==> src/rtl/vcxo_lock_monitor.sv <==
// vcxo_lock_monitor
//
// Receive-side companion of the VCXO discipline loop, in the system clock
// domain. It does three things:
//   - Captures each frequency-error/PWM measurement that the VCXO-domain
//     controller announces by toggling sample_tgl.
//   - Runs lock/unlock detection with hysteresis on the captured error.
//   - Serialises a fixed status frame to the MCU byte link.
//
// Frame layout: A5, status {locked, lost_sticky, overrun, 5'b0},
//   fe[23:16], fe[15:8], fe[7:0], pwm[15:8], pwm[7:0]
//   and, with VCXO_MON_CHECKSUM_EN defined, an XOR checksum of bytes 1..6.
//
// Build option:
//   VCXO_MON_CHECKSUM_EN  when defined, the frame is 8 bytes with the checksum
//                         byte appended. When not defined, the frame is 7 bytes.
//
// Ports:
//   clk_in       in   1  system clock
//   rst_n        in   1  asynchronous active-low reset
//   sample_tgl   in   1  toggles once per measurement (foreign domain)
//   freq_error   in  24  signed frequency error, 100 Hz units
//   pwm          in  16  signed pump duty word
//   clr_lost     in   1  single-cycle clear of lost_sticky
//   tx_ready     in   1  MCU link accepts the current byte
//   tx_data      out  8  frame byte
//   tx_valid     out  1  tx_data valid
//   locked       out  1  lock status
//   lost_sticky  out  1  lock dropped since last clear
//   overrun      out  1  sample arrived while a frame was pending
module vcxo_lock_monitor #(
  parameter int LOCK_TOL     = 20,
  parameter int LOCK_COUNT   = 8,
  parameter int UNLOCK_COUNT = 2
) (
  input  logic        clk_in,
  input  logic        rst_n,
  input  logic        sample_tgl,
  input  logic [23:0] freq_error,
  input  logic [15:0] pwm,
  input  logic        clr_lost,
  input  logic        tx_ready,
  output logic [7:0]  tx_data,
  output logic        tx_valid,
  output logic        locked,
  output logic        lost_sticky,
  output logic        overrun
);

`ifdef VCXO_MON_CHECKSUM_EN
  localparam logic [2:0] LAST_IDX = 3'd7;
`else
  localparam logic [2:0] LAST_IDX = 3'd6;
`endif
  localparam logic [24:0] TOL      = 25'(LOCK_TOL);
  localparam logic [7:0]  LOCK_N   = 8'(LOCK_COUNT);
  localparam logic [7:0]  UNLOCK_N = 8'(UNLOCK_COUNT);

  typedef enum logic {UNLOCKED, LOCKED} lock_state_t;
  typedef enum logic [1:0] {IDLE, LOAD, SEND} frame_state_t;

  logic [2:0]   sync_q;
  logic [1:0]   warm_q;
  logic         cap_pulse;
  logic [23:0]  snap_fe;
  logic [15:0]  snap_pwm;
  logic [24:0]  fe_ext;
  logic [24:0]  fe_abs;
  logic         in_window;
  lock_state_t  lock_q, lock_d;
  logic [7:0]   in_cnt_q, in_cnt_d;
  logic [7:0]   out_cnt_q, out_cnt_d;
  logic         lost_set;
  frame_state_t frame_q, frame_d;
  logic [2:0]   idx_q, idx_d;
  logic [2:0]   buf_stat;
  logic [23:0]  buf_fe;
  logic [15:0]  buf_pwm;

  // warm_q masks the capture pulse until all three synchroniser flops hold
  // the live toggle level after reset. Otherwise a toggle line that sits at 1
  // through reset would look like a fresh measurement.
  always_ff @(posedge clk_in or negedge rst_n) begin
    if (!rst_n) begin
      sync_q <= '0;
      warm_q <= '0;
    end else begin
      sync_q <= {sync_q[1:0], sample_tgl};
      if (warm_q != 2'd3) warm_q <= warm_q + 2'd1;
    end
  end

  assign cap_pulse = (warm_q == 2'd3) && (sync_q[2] != sync_q[1]);

  always_ff @(posedge clk_in or negedge rst_n) begin
    if (!rst_n) begin
      snap_fe  <= '0;
      snap_pwm <= '0;
    end else if (cap_pulse) begin
      snap_fe  <= freq_error;
      snap_pwm <= pwm;
    end
  end

  // freq_error is held stable around the toggle, so the window test can use
  // the live input on the capture cycle. A 25-bit magnitude keeps -2^23
  // representable, so that value tests as out-of-window.
  assign fe_ext    = {freq_error[23], freq_error};
  assign fe_abs    = fe_ext[24] ? (25'd0 - fe_ext) : fe_ext;
  assign in_window = (fe_abs <= TOL);

  always_comb begin
    lock_d    = lock_q;
    in_cnt_d  = in_cnt_q;
    out_cnt_d = out_cnt_q;
    lost_set  = 1'b0;
    if (cap_pulse) begin
      case (lock_q)
        UNLOCKED: begin
          if (!in_window) begin
            in_cnt_d = '0;
          end else if (in_cnt_q + 8'd1 == LOCK_N) begin
            lock_d    = LOCKED;
            in_cnt_d  = '0;
            out_cnt_d = '0;
          end else begin
            in_cnt_d = in_cnt_q + 8'd1;
          end
        end
        LOCKED: begin
          if (in_window) begin
            out_cnt_d = '0;
          end else if (out_cnt_q + 8'd1 == UNLOCK_N) begin
            lock_d    = UNLOCKED;
            out_cnt_d = '0;
            in_cnt_d  = '0;
            lost_set  = 1'b1;
          end else begin
            out_cnt_d = out_cnt_q + 8'd1;
          end
        end
        default: lock_d = UNLOCKED;
      endcase
    end
  end

  // A set of lost_sticky takes priority over a clear in the same cycle.
  always_ff @(posedge clk_in or negedge rst_n) begin
    if (!rst_n) begin
      lock_q      <= UNLOCKED;
      in_cnt_q    <= '0;
      out_cnt_q   <= '0;
      lost_sticky <= 1'b0;
    end else begin
      lock_q    <= lock_d;
      in_cnt_q  <= in_cnt_d;
      out_cnt_q <= out_cnt_d;
      if (lost_set)      lost_sticky <= 1'b1;
      else if (clr_lost) lost_sticky <= 1'b0;
    end
  end

  assign locked = (lock_q == LOCKED);

  // A capture during LOAD/SEND is reported as overrun, not queued. The set
  // takes priority over the clear that LOAD performs.
  always_ff @(posedge clk_in or negedge rst_n) begin
    if (!rst_n) begin
      overrun <= 1'b0;
    end else if (cap_pulse && (frame_q != IDLE)) begin
      overrun <= 1'b1;
    end else if (frame_q == LOAD) begin
      overrun <= 1'b0;
    end
  end

  always_ff @(posedge clk_in or negedge rst_n) begin
    if (!rst_n) begin
      frame_q  <= IDLE;
      idx_q    <= '0;
      buf_stat <= '0;
      buf_fe   <= '0;
      buf_pwm  <= '0;
    end else begin
      frame_q <= frame_d;
      idx_q   <= idx_d;
      if (frame_q == LOAD) begin
        buf_stat <= {locked, lost_sticky, overrun};
        buf_fe   <= snap_fe;
        buf_pwm  <= snap_pwm;
      end
    end
  end

`ifdef VCXO_MON_CHECKSUM_EN
  logic [7:0] checksum;
  assign checksum = {buf_stat, 5'b0} ^ buf_fe[23:16] ^ buf_fe[15:8] ^
                    buf_fe[7:0] ^ buf_pwm[15:8] ^ buf_pwm[7:0];
`endif

  always_comb begin
    frame_d  = frame_q;
    idx_d    = idx_q;
    tx_valid = 1'b0;
    tx_data  = 8'h00;
    case (frame_q)
      IDLE: if (cap_pulse) frame_d = LOAD;
      LOAD: begin
        frame_d = SEND;
        idx_d   = '0;
      end
      SEND: begin
        tx_valid = 1'b1;
        case (idx_q)
          3'd0:    tx_data = 8'hA5;
          3'd1:    tx_data = {buf_stat, 5'b0};
          3'd2:    tx_data = buf_fe[23:16];
          3'd3:    tx_data = buf_fe[15:8];
          3'd4:    tx_data = buf_fe[7:0];
          3'd5:    tx_data = buf_pwm[15:8];
          3'd6:    tx_data = buf_pwm[7:0];
`ifdef VCXO_MON_CHECKSUM_EN
          3'd7:    tx_data = checksum;
`endif
          default: tx_data = 8'h00;
        endcase
        if (tx_ready) begin
          if (idx_q == LAST_IDX) frame_d = IDLE;
          else                   idx_d   = idx_q + 3'd1;
        end
      end
      default: frame_d = IDLE;
    endcase
  end

endmodule
==> config.mk <==
export PLATFORM = sky130hd
export DESIGN_NAME = vcxo_lock_monitor
export DESIGN_NICKNAME = d
export VERILOG_FILES = /design/src/rtl/vcxo_lock_monitor.sv
export SDC_FILE = /design/constraint.sdc
export NUM_CORES = 1
export LEC_CHECK = 0
export ABC_AREA = 1
export ABC_CLOCK_PERIOD_IN_PS = 2450
export CAP_MARGIN = 15
export CORE_ASPECT_RATIO = 0.5
export CORE_MARGIN = 2
export CORE_UTILIZATION = 50
export DETAILED_ROUTE_END_ITERATION = 7
export GPL_TIMING_DRIVEN = 0
export PLACE_DENSITY = 0.8
export SLEW_MARGIN = 0
export SYNTH_ARGS = -nofsm -noshare
export SYNTH_HDL_FRONTEND = slang
export SYNTH_SLANG_ARGS = --single-unit
==> constraint.sdc <==
create_clock -name clk_in -period 2.45 [get_ports clk_in]
set_input_delay 0.49 -clock clk_in [delete_from_list [all_inputs] [get_ports clk_in]]
set_output_delay 0.49 -clock clk_in [all_outputs]
set_load 0.03 [all_outputs]
==> results of run 1 <==
==> cells in the final DEF (no fill, tap or decap), types with 9 or more instances in the layout <==
master and instances:
dlymetal6s2s_1 13, nor2_1 37, nand2_1 309, nand2_2 12, o21ai_0 62, clkbuf_16 9
clkdlybuf4s50_1 34, inv_1 66, clkbuf_1 15, nor2_2 13, nand3_1 38, buf_4 13
dfrtp_1 110
==> area by class of cell <==
type                            count  share of cell area [%]
Buffer                             21                   1.242
Clock buffer                       11                   3.585
Clock inverter                      5                  0.6035
Inverter                           76                   4.153
Multi-Input combinational cell    554                   38.91
Sequential cell                   112                   39.79
Tap cell                          145                   2.574
Timing Repair Buffer               63                   9.141
==> sequential cells by signal, summed over array words and instances (netlist names) <==
register and cells:
frame_q 2, buf_stat 3, locked 1, overrun 1, snap_pwm 16, buf_fe 24
idx_q 3, warm_q 2, lost_sticky 1, snap_fe 24, buf_pwm 16, in_cnt_q 8
sync_q 3, out_cnt_q 8
==> per-layer routing <==
metal / wire length [um] / global-route usage, % / share of wire (%)
met5: 0 / 0 / 0
met4: 345 / 7.523 / 2.4
met3: 646 / 5.157 / 4.5
met2: 6839 / 38.58 / 48
met1: 6524 / 31.73 / 45
==> logic make-up after synthesis <==
kind of cell	Yosys count	synth area share, %
DFF	112	48.73
muxes	1	0.1958
adders and majority gates	9	1.958
xor gates and xnor gates	13	1.980
buffers and inverters	98	6.482
and+or+nand+nor	439	31.89
AOI/OAI and AO/OA	92	8.767
==> worst max-delay path, delay by kind of cell (launching register included) <==
family	cells	cell delay, ns
DFF	1	0.48
buffers and inverters	4	0.44
adders and majority gates	1	0.20
AOI/OAI and AO/OA	2	0.43
and+or+nand+nor	1	0.09
==> power by group <==
| group | switching (mW) | internal, mW | total [mW] |
|---|---|---|---|
| logic | 1.28 | 0.700 | 1.98 |
| registers | 0.351 | 2.33 | 2.68 |
| clock network | 0.686 | 0.761 | 1.45 |
| total | 2.31 | 3.79 | 6.10 |
==> timing repair <==
item                                   4_1_cts  5_1_grt
gates cloned                                 0        0
endpoints found under the hold margin        0        0
hold buffers                                 0        0
buffers inserted                             0        6
gates resized for setup                     60       68
pin swaps                                    4       13
setup endpoints to repair                    8       26
==> how the worst max path moves through the flow <==
| stage | startpoint | endpoint | slack, ns | cells past startpoint |
|---|---|---|---|---|
| CTS | idx_q[0]$_DFFE_PN0P_ | tx_data[7] | -0.07 | 9 |
| finish | idx_q[0]$_DFFE_PN0P_ | tx_data[4] | -0.04 | 8 |
| global placement | rst_n | snap_pwm[0]$_DFFE_PN0P_ | -3.32 | 1 |
| global route | idx_q[0]$_DFFE_PN0P_ | tx_data[4] | -0.1 | 8 |
| floorplan | frame_q[0]$_DFFE_PN0P_ | tx_data[7] | 0.13 | 3 |
| detailed placement | freq_error[13] | out_cnt_q[4]$_DFFE_PN0P_ | -0.32 | 15 |
==> through the flow <==
step	hold WS, ns	total power, mW	setup WS (ns)
after floorplan	0.1944	3.792	0.1282
after global placement	0.3326	4.407	-3.322
after detailed placement	0.3347	4.472	-0.3192
after CTS	0.2513	5.932	-0.06958
after global routing	0.2814	6.473	-0.09952
final	0.2070	6.100	-0.04408
==> Yosys cell counts (2+ instances only) <==
cell,number,area share [%]
or2_2,2,0.22
dfrtp_1,112,49
nand2_1,317,21
clkinv_1,3,0.20
xnor2_1,5,0.76
nor3_1,4,0.35
a221oi_1,7,1.1
clkbuf_1,17,1.1
nand4_1,8,0.87
nor2_4,5,0.98
nand3b_1,2,0.26
nor2_2,3,0.33
nand3_1,38,3.3
nand2_4,3,0.59
a31oi_1,3,0.33
ha_1,9,2.0
xor2_1,8,1.2
a21oi_1,4,0.35
nand2_2,5,0.54
o21ai_0,66,5.7
nor2_1,48,3.1
nand3_2,3,0.52
inv_1,73,4.8
buf_2,4,0.35
o21ai_1,7,0.61
==> impl_metrics.json, run 1 <==
{
  "ff_latch_area_sq_um": 2805,
  "period_share_pct": 101.8,
  "final.min_clock_period_ns": 2.494,
  "cts_buffers": 9,
  "dr.pass1.iters": 5,
  "initial_core_util_pct": 51.75,
  "grt_pass1_wl_mm": 23.13,
  "power_leakage_nw": 3.650,
  "reg2regPathDepth": 9,
  "max_slew_margin_pct": 47.39,
  "peakVddDrop_v": 0.0004659,
  "r2r-end": "out_cnt_q[2]$_DFFE_PN0P_",
  "hold_viol": 0,
  "postSynthCellCount": 764,
  "drv_slew": 0,
  "cp-end-kind": "output port",
  "syn_area_per_cell_sq_um": 7.528,
  "tightest_slew_ns": 0.7891,
  "place_inst": 966,
  "viasPerCell": 5.237,
  "syn_to_final_growth_pct": 22.56,
  "cts_buffer_depth": 2,
  "p_per_area_nw_per_um2": 865.4,
  "core_area_sq_um": 11110,
  "die_h_um": 79.84,
  "synth_nets": 818,
  "finish.utilization_pct": 63.42,
  "cts_tree": "built",
  "yosysWarnings": 0,
  "ys_ff_latch": 112,
  "place_hpwl_mm": 10.16,
  "io_pins": 57,
  "die_w_um": 155.7,
  "grt_util_all_layers_pct": 23.61,
  "num-fill-cells": 950,
  "vias": 5169,
  "clk_latency_ns": 0.35,
  "antenna_found_initial": 0,
  "rrSetupSlack_ns": 0.31,
  "finalNetCount": 891,
  "outcome": "finished with violations",
  "ant_nets": 0,
  "route.detailed.drc": 0,
  "synth-edff-count": 0,
  "io_buffers": 56,
  "reg2reg_from": "warm_q[0]$_DFFE_PN0P_",
  "rows": 27,
  "n_antenna_cell": 0,
  "clock-sinks": 112,
  "critPathMaxFanout": 8,
  "die-area_sq_um": 12430,
  "ys_seq_area_share_pct": 48.73,
  "timing.fmax_ghz": 0.4010,
  "finalSetupViolCount": 1,
  "rsz0062_at_grt": "true",
  "async_reset_ff_share_pct": 100.0,
  "place_area_sq_um": 6519,
  "crit_path_top_delay_cell": "dfrtp_2",
  "drive_gt1_share_pct": 12.35,
  "stdcell_count": 987,
  "overflow": 0,
  "path_cells": "inv_2 -> ha_2 -> nand2_2 -> inv_4 -> buf_4 -> a221oi_2 -> a21oi_2 -> buf_4",
  "path_class": "reg -> out",
  "maxCapViolCount": 0,
  "wl_mm": 14.36,
  "wl_per_cell_um": 14.55,
  "timing.final.ws_setup_ns": -0.04408,
  "cp_slowest_stage_delay_ns": 0.48,
  "clock_skew_ns": 0.008971,
  "hold_class": "in -> async",
  "drt_iter0_drc": 356,
  "root_buffer": "clkbuf_16",
  "setup_tns_ns": -0.04408,
  "cp_common_cell": "buf_4",
  "place.gp.congestion": 0.9703,
  "worstPathRequired_ns": 1.96,
  "cp-start-kind": "register",
  "h-tree-depth": 3,
  "ys.flop_type": "dfrtp_1",
  "arrival_ns": 2.00,
  "fin_area_sq_um": 7049,
  "violations": "setup timing",
  "multiInputGateArea_sq_um": 2743,
  "grt_pass1_vias": 4945,
  "syn-cell-area_sq_um": 5752,
  "grt_max_degree": 62,
  "clk_pin_slew_ns": 0.08,
  "yosysUniqueCellTypes": 33
}
No activity file was read; power rests on OpenSTA's default activity.
==> run 2: changes to the inputs <==
CTS_BUF_LIST = sky130_fd_sc_hd__clkbuf_4 sky130_fd_sc_hd__clkbuf_8 sky130_fd_sc_hd__clkbuf_16   (was unset)
==> results of run 2 <==
Same layout as run 1: the final DEF is identical, and so are final timing and power.
==> run 3: changes to the inputs <==
HOLD_SLACK_MARGIN = 0.06   (was unset)
MAX_ROUTING_LAYER = met4   (was unset)
SLEW_MARGIN = 20   (was 0)
==> impl_metrics.json, run 3 (same netlist as run 1, synthesis figures left out) <==
{
  "grt_pass1_vias": 4826,
  "dr.pass1.iters": 5,
  "final.min_clock_period_ns": 2.473,
  "die_h_um": 79.84,
  "postCtsHoldBufs": 0,
  "ff_latch_area_sq_um": 2804,
  "reg2regPathDepth": 9,
  "hold_viol": 0,
  "power.total_mw": 6.069,
  "root_buffer": "clkbuf_16",
  "place_hpwl_mm": 10.15,
  "cp-end-kind": "output port",
  "cts_buffers": 9,
  "cp-start-kind": "register",
  "cp_slowest_stage_delay_ns": 0.41,
  "rrSetupSlack_ns": 0.33,
  "hold_ws_ns": 0.09325,
  "final_cell_mix": "nand2_1 (312), dfrtp_1 (111), inv_1 (66), o21ai_0 (61)",
  "route.detailed.drc": 0,
  "clk_latency_ns": 0.35,
  "io_buffers": 56,
  "grt_max_degree": 63,
  "ant_nets": 0,
  "cts_buffer_depth": 2,
  "finalSetupViolCount": 2,
  "cts_tree": "built",
  "drive_gt1_share_pct": 11.74,
  "wl_mm": 13.90,
  "clock_skew_ns": 0.007403,
  "cp-startpoint": "idx_q[1]$_DFFE_PN0P_",
  "reg_top3": "buf_fe x24, snap_fe x24",
  "cp.buffers_inverters": 3,
  "io_pins": 57,
  "p_per_area_nw_per_um2": 862.0,
  "num-fill-cells": 937,
  "drt_iter0_drc": 315,
  "core_area_sq_um": 11110,
  "violations": "setup timing",
  "peakVddDrop_v": 0.0003830,
  "wl_per_cell_um": 14.07,
  "clock-sinks": 112,
  "multiInputGateArea_sq_um": 2729,
  "hold_class": "in -> async",
  "reg2reg_from": "warm_q[0]$_DFFE_PN0P_",
  "die_w_um": 155.7,
  "path_cells": "inv_2 -> ha_4 -> nand2_2 -> inv_2 -> nand2_1 -> o21ai_1 -> a221oi_2 -> a31oi_1 -> buf_4",
  "clk_pin_slew_ns": 0.08,
  "timing.final.ws_setup_ns": -0.02319,
  "critPathMaxFanout": 6,
  "antenna_found_initial": 0,
  "n_antenna_cell": 0,
  "finalNetCount": 892,
  "viasPerCell": 5.167,
  "initial_core_util_pct": 51.75,
  "arrival_ns": 1.98,
  "tightest_slew_ns": 0.6411,
  "outcome": "finished with violations",
  "drv_slew": 0,
  "grt_util_all_layers_pct": 24.20,
  "rows": 27,
  "worstPathRequired_ns": 1.96,
  "vias": 5105,
  "cp_top_family": "compound AO/OA/AOI/OAI gates",
  "crit_path_top_delay_cell": "dfrtp_1",
  "rsz0062_at_grt": "true",
  "h-tree-depth": 3,
  "r2r-end": "out_cnt_q[2]$_DFFE_PN0P_",
  "finish.utilization_pct": 63.35,
  "grt_pass1_wl_mm": 22.83,
  "place.gp.congestion": 0.9340,
  "period_share_pct": 100.9,
  "path_class": "reg -> out",
  "syn_to_final_growth_pct": 22.41,
  "cp_common_cell": "inv_2",
  "power_leakage_nw": 3.684,
  "overflow": 0,
  "max_slew_margin_pct": 57.26,
  "maxCapViolCount": 0,
  "die-area_sq_um": 12430,
  "timing.fmax_ghz": 0.4043,
  "layout_commonest_cell": "nand2_1"
}
[run 3: per-layer routing]
layer	GRT usage, %	wire length (um)
met2	39.78	6654
met5	-	0
met1	31.33	6389
met3	4.506	653
met4	6.606	203
[run 3: worst max path at each step]
stage / end / cells after the start / slack (ns)
after floorplan: tx_data[7] / 3 / 0.13
after global placement: snap_pwm[2]$_DFFE_PN0P_ / 1 / -3.32
after detailed placement: out_cnt_q[2]$_DFFE_PN0P_ / 17 / -0.29
after CTS: tx_data[6] / 9 / -0.06
after global routing: tx_data[1] / 7 / -0.12
final: tx_data[6] / 9 / -0.02
[run 3: area by class of cell]
class                           count  area share, %
Sequential cell                   112          39.83
Multi-Input combinational cell    554          38.76
Timing Repair Buffer               64          9.419
Inverter                           76          4.123
Clock buffer                       10          3.305
Tap cell                          145          2.577
Buffer                             21          1.280
Clock inverter                      6         0.7109
[run 3: through the flow]
stage | instance area, sq um | std cells | TNS, ns | setup WS, ns
after global placement | 6494 | 965 | -376.23 | -3.319
after global routing | 7041 | 988 | -0.3232 | -0.1216
after CTS | 6810 | 982 | -0.1402 | -0.05571
after floorplan | 5752 | 764 | 0 | 0.1282
final | 7041 | 988 | -0.04429 | -0.02319
after detailed placement | 6523 | 966 | -6.083 | -0.2898
[run 3: report_power, final]
part / leakage [nW] / switching [mW] / internal, mW
logic: 2.15 / 1.27 / 0.722
registers: 1.40 / 0.349 / 2.33
clock network: 0.139 / 0.683 / 0.718
[run 3: repair_timing]
item | 4_1_cts | 5_1_grt
setup endpoints to repair | 8 | 26
gates resized for setup | 62 | 64
setup buffers | 1 | 6
pin swaps | 4 | 13
[run 3: worst register-to-register path, delay by kind of cell (launching register included)]
family / cells / cell delay, ns
and+or+nand+nor: 5 / 0.78
adders and majority gates: 1 / 0.21
DFF: 1 / 0.37
AOI/OAI and AO/OA: 1 / 0.06
buffers and inverters: 2 / 0.59
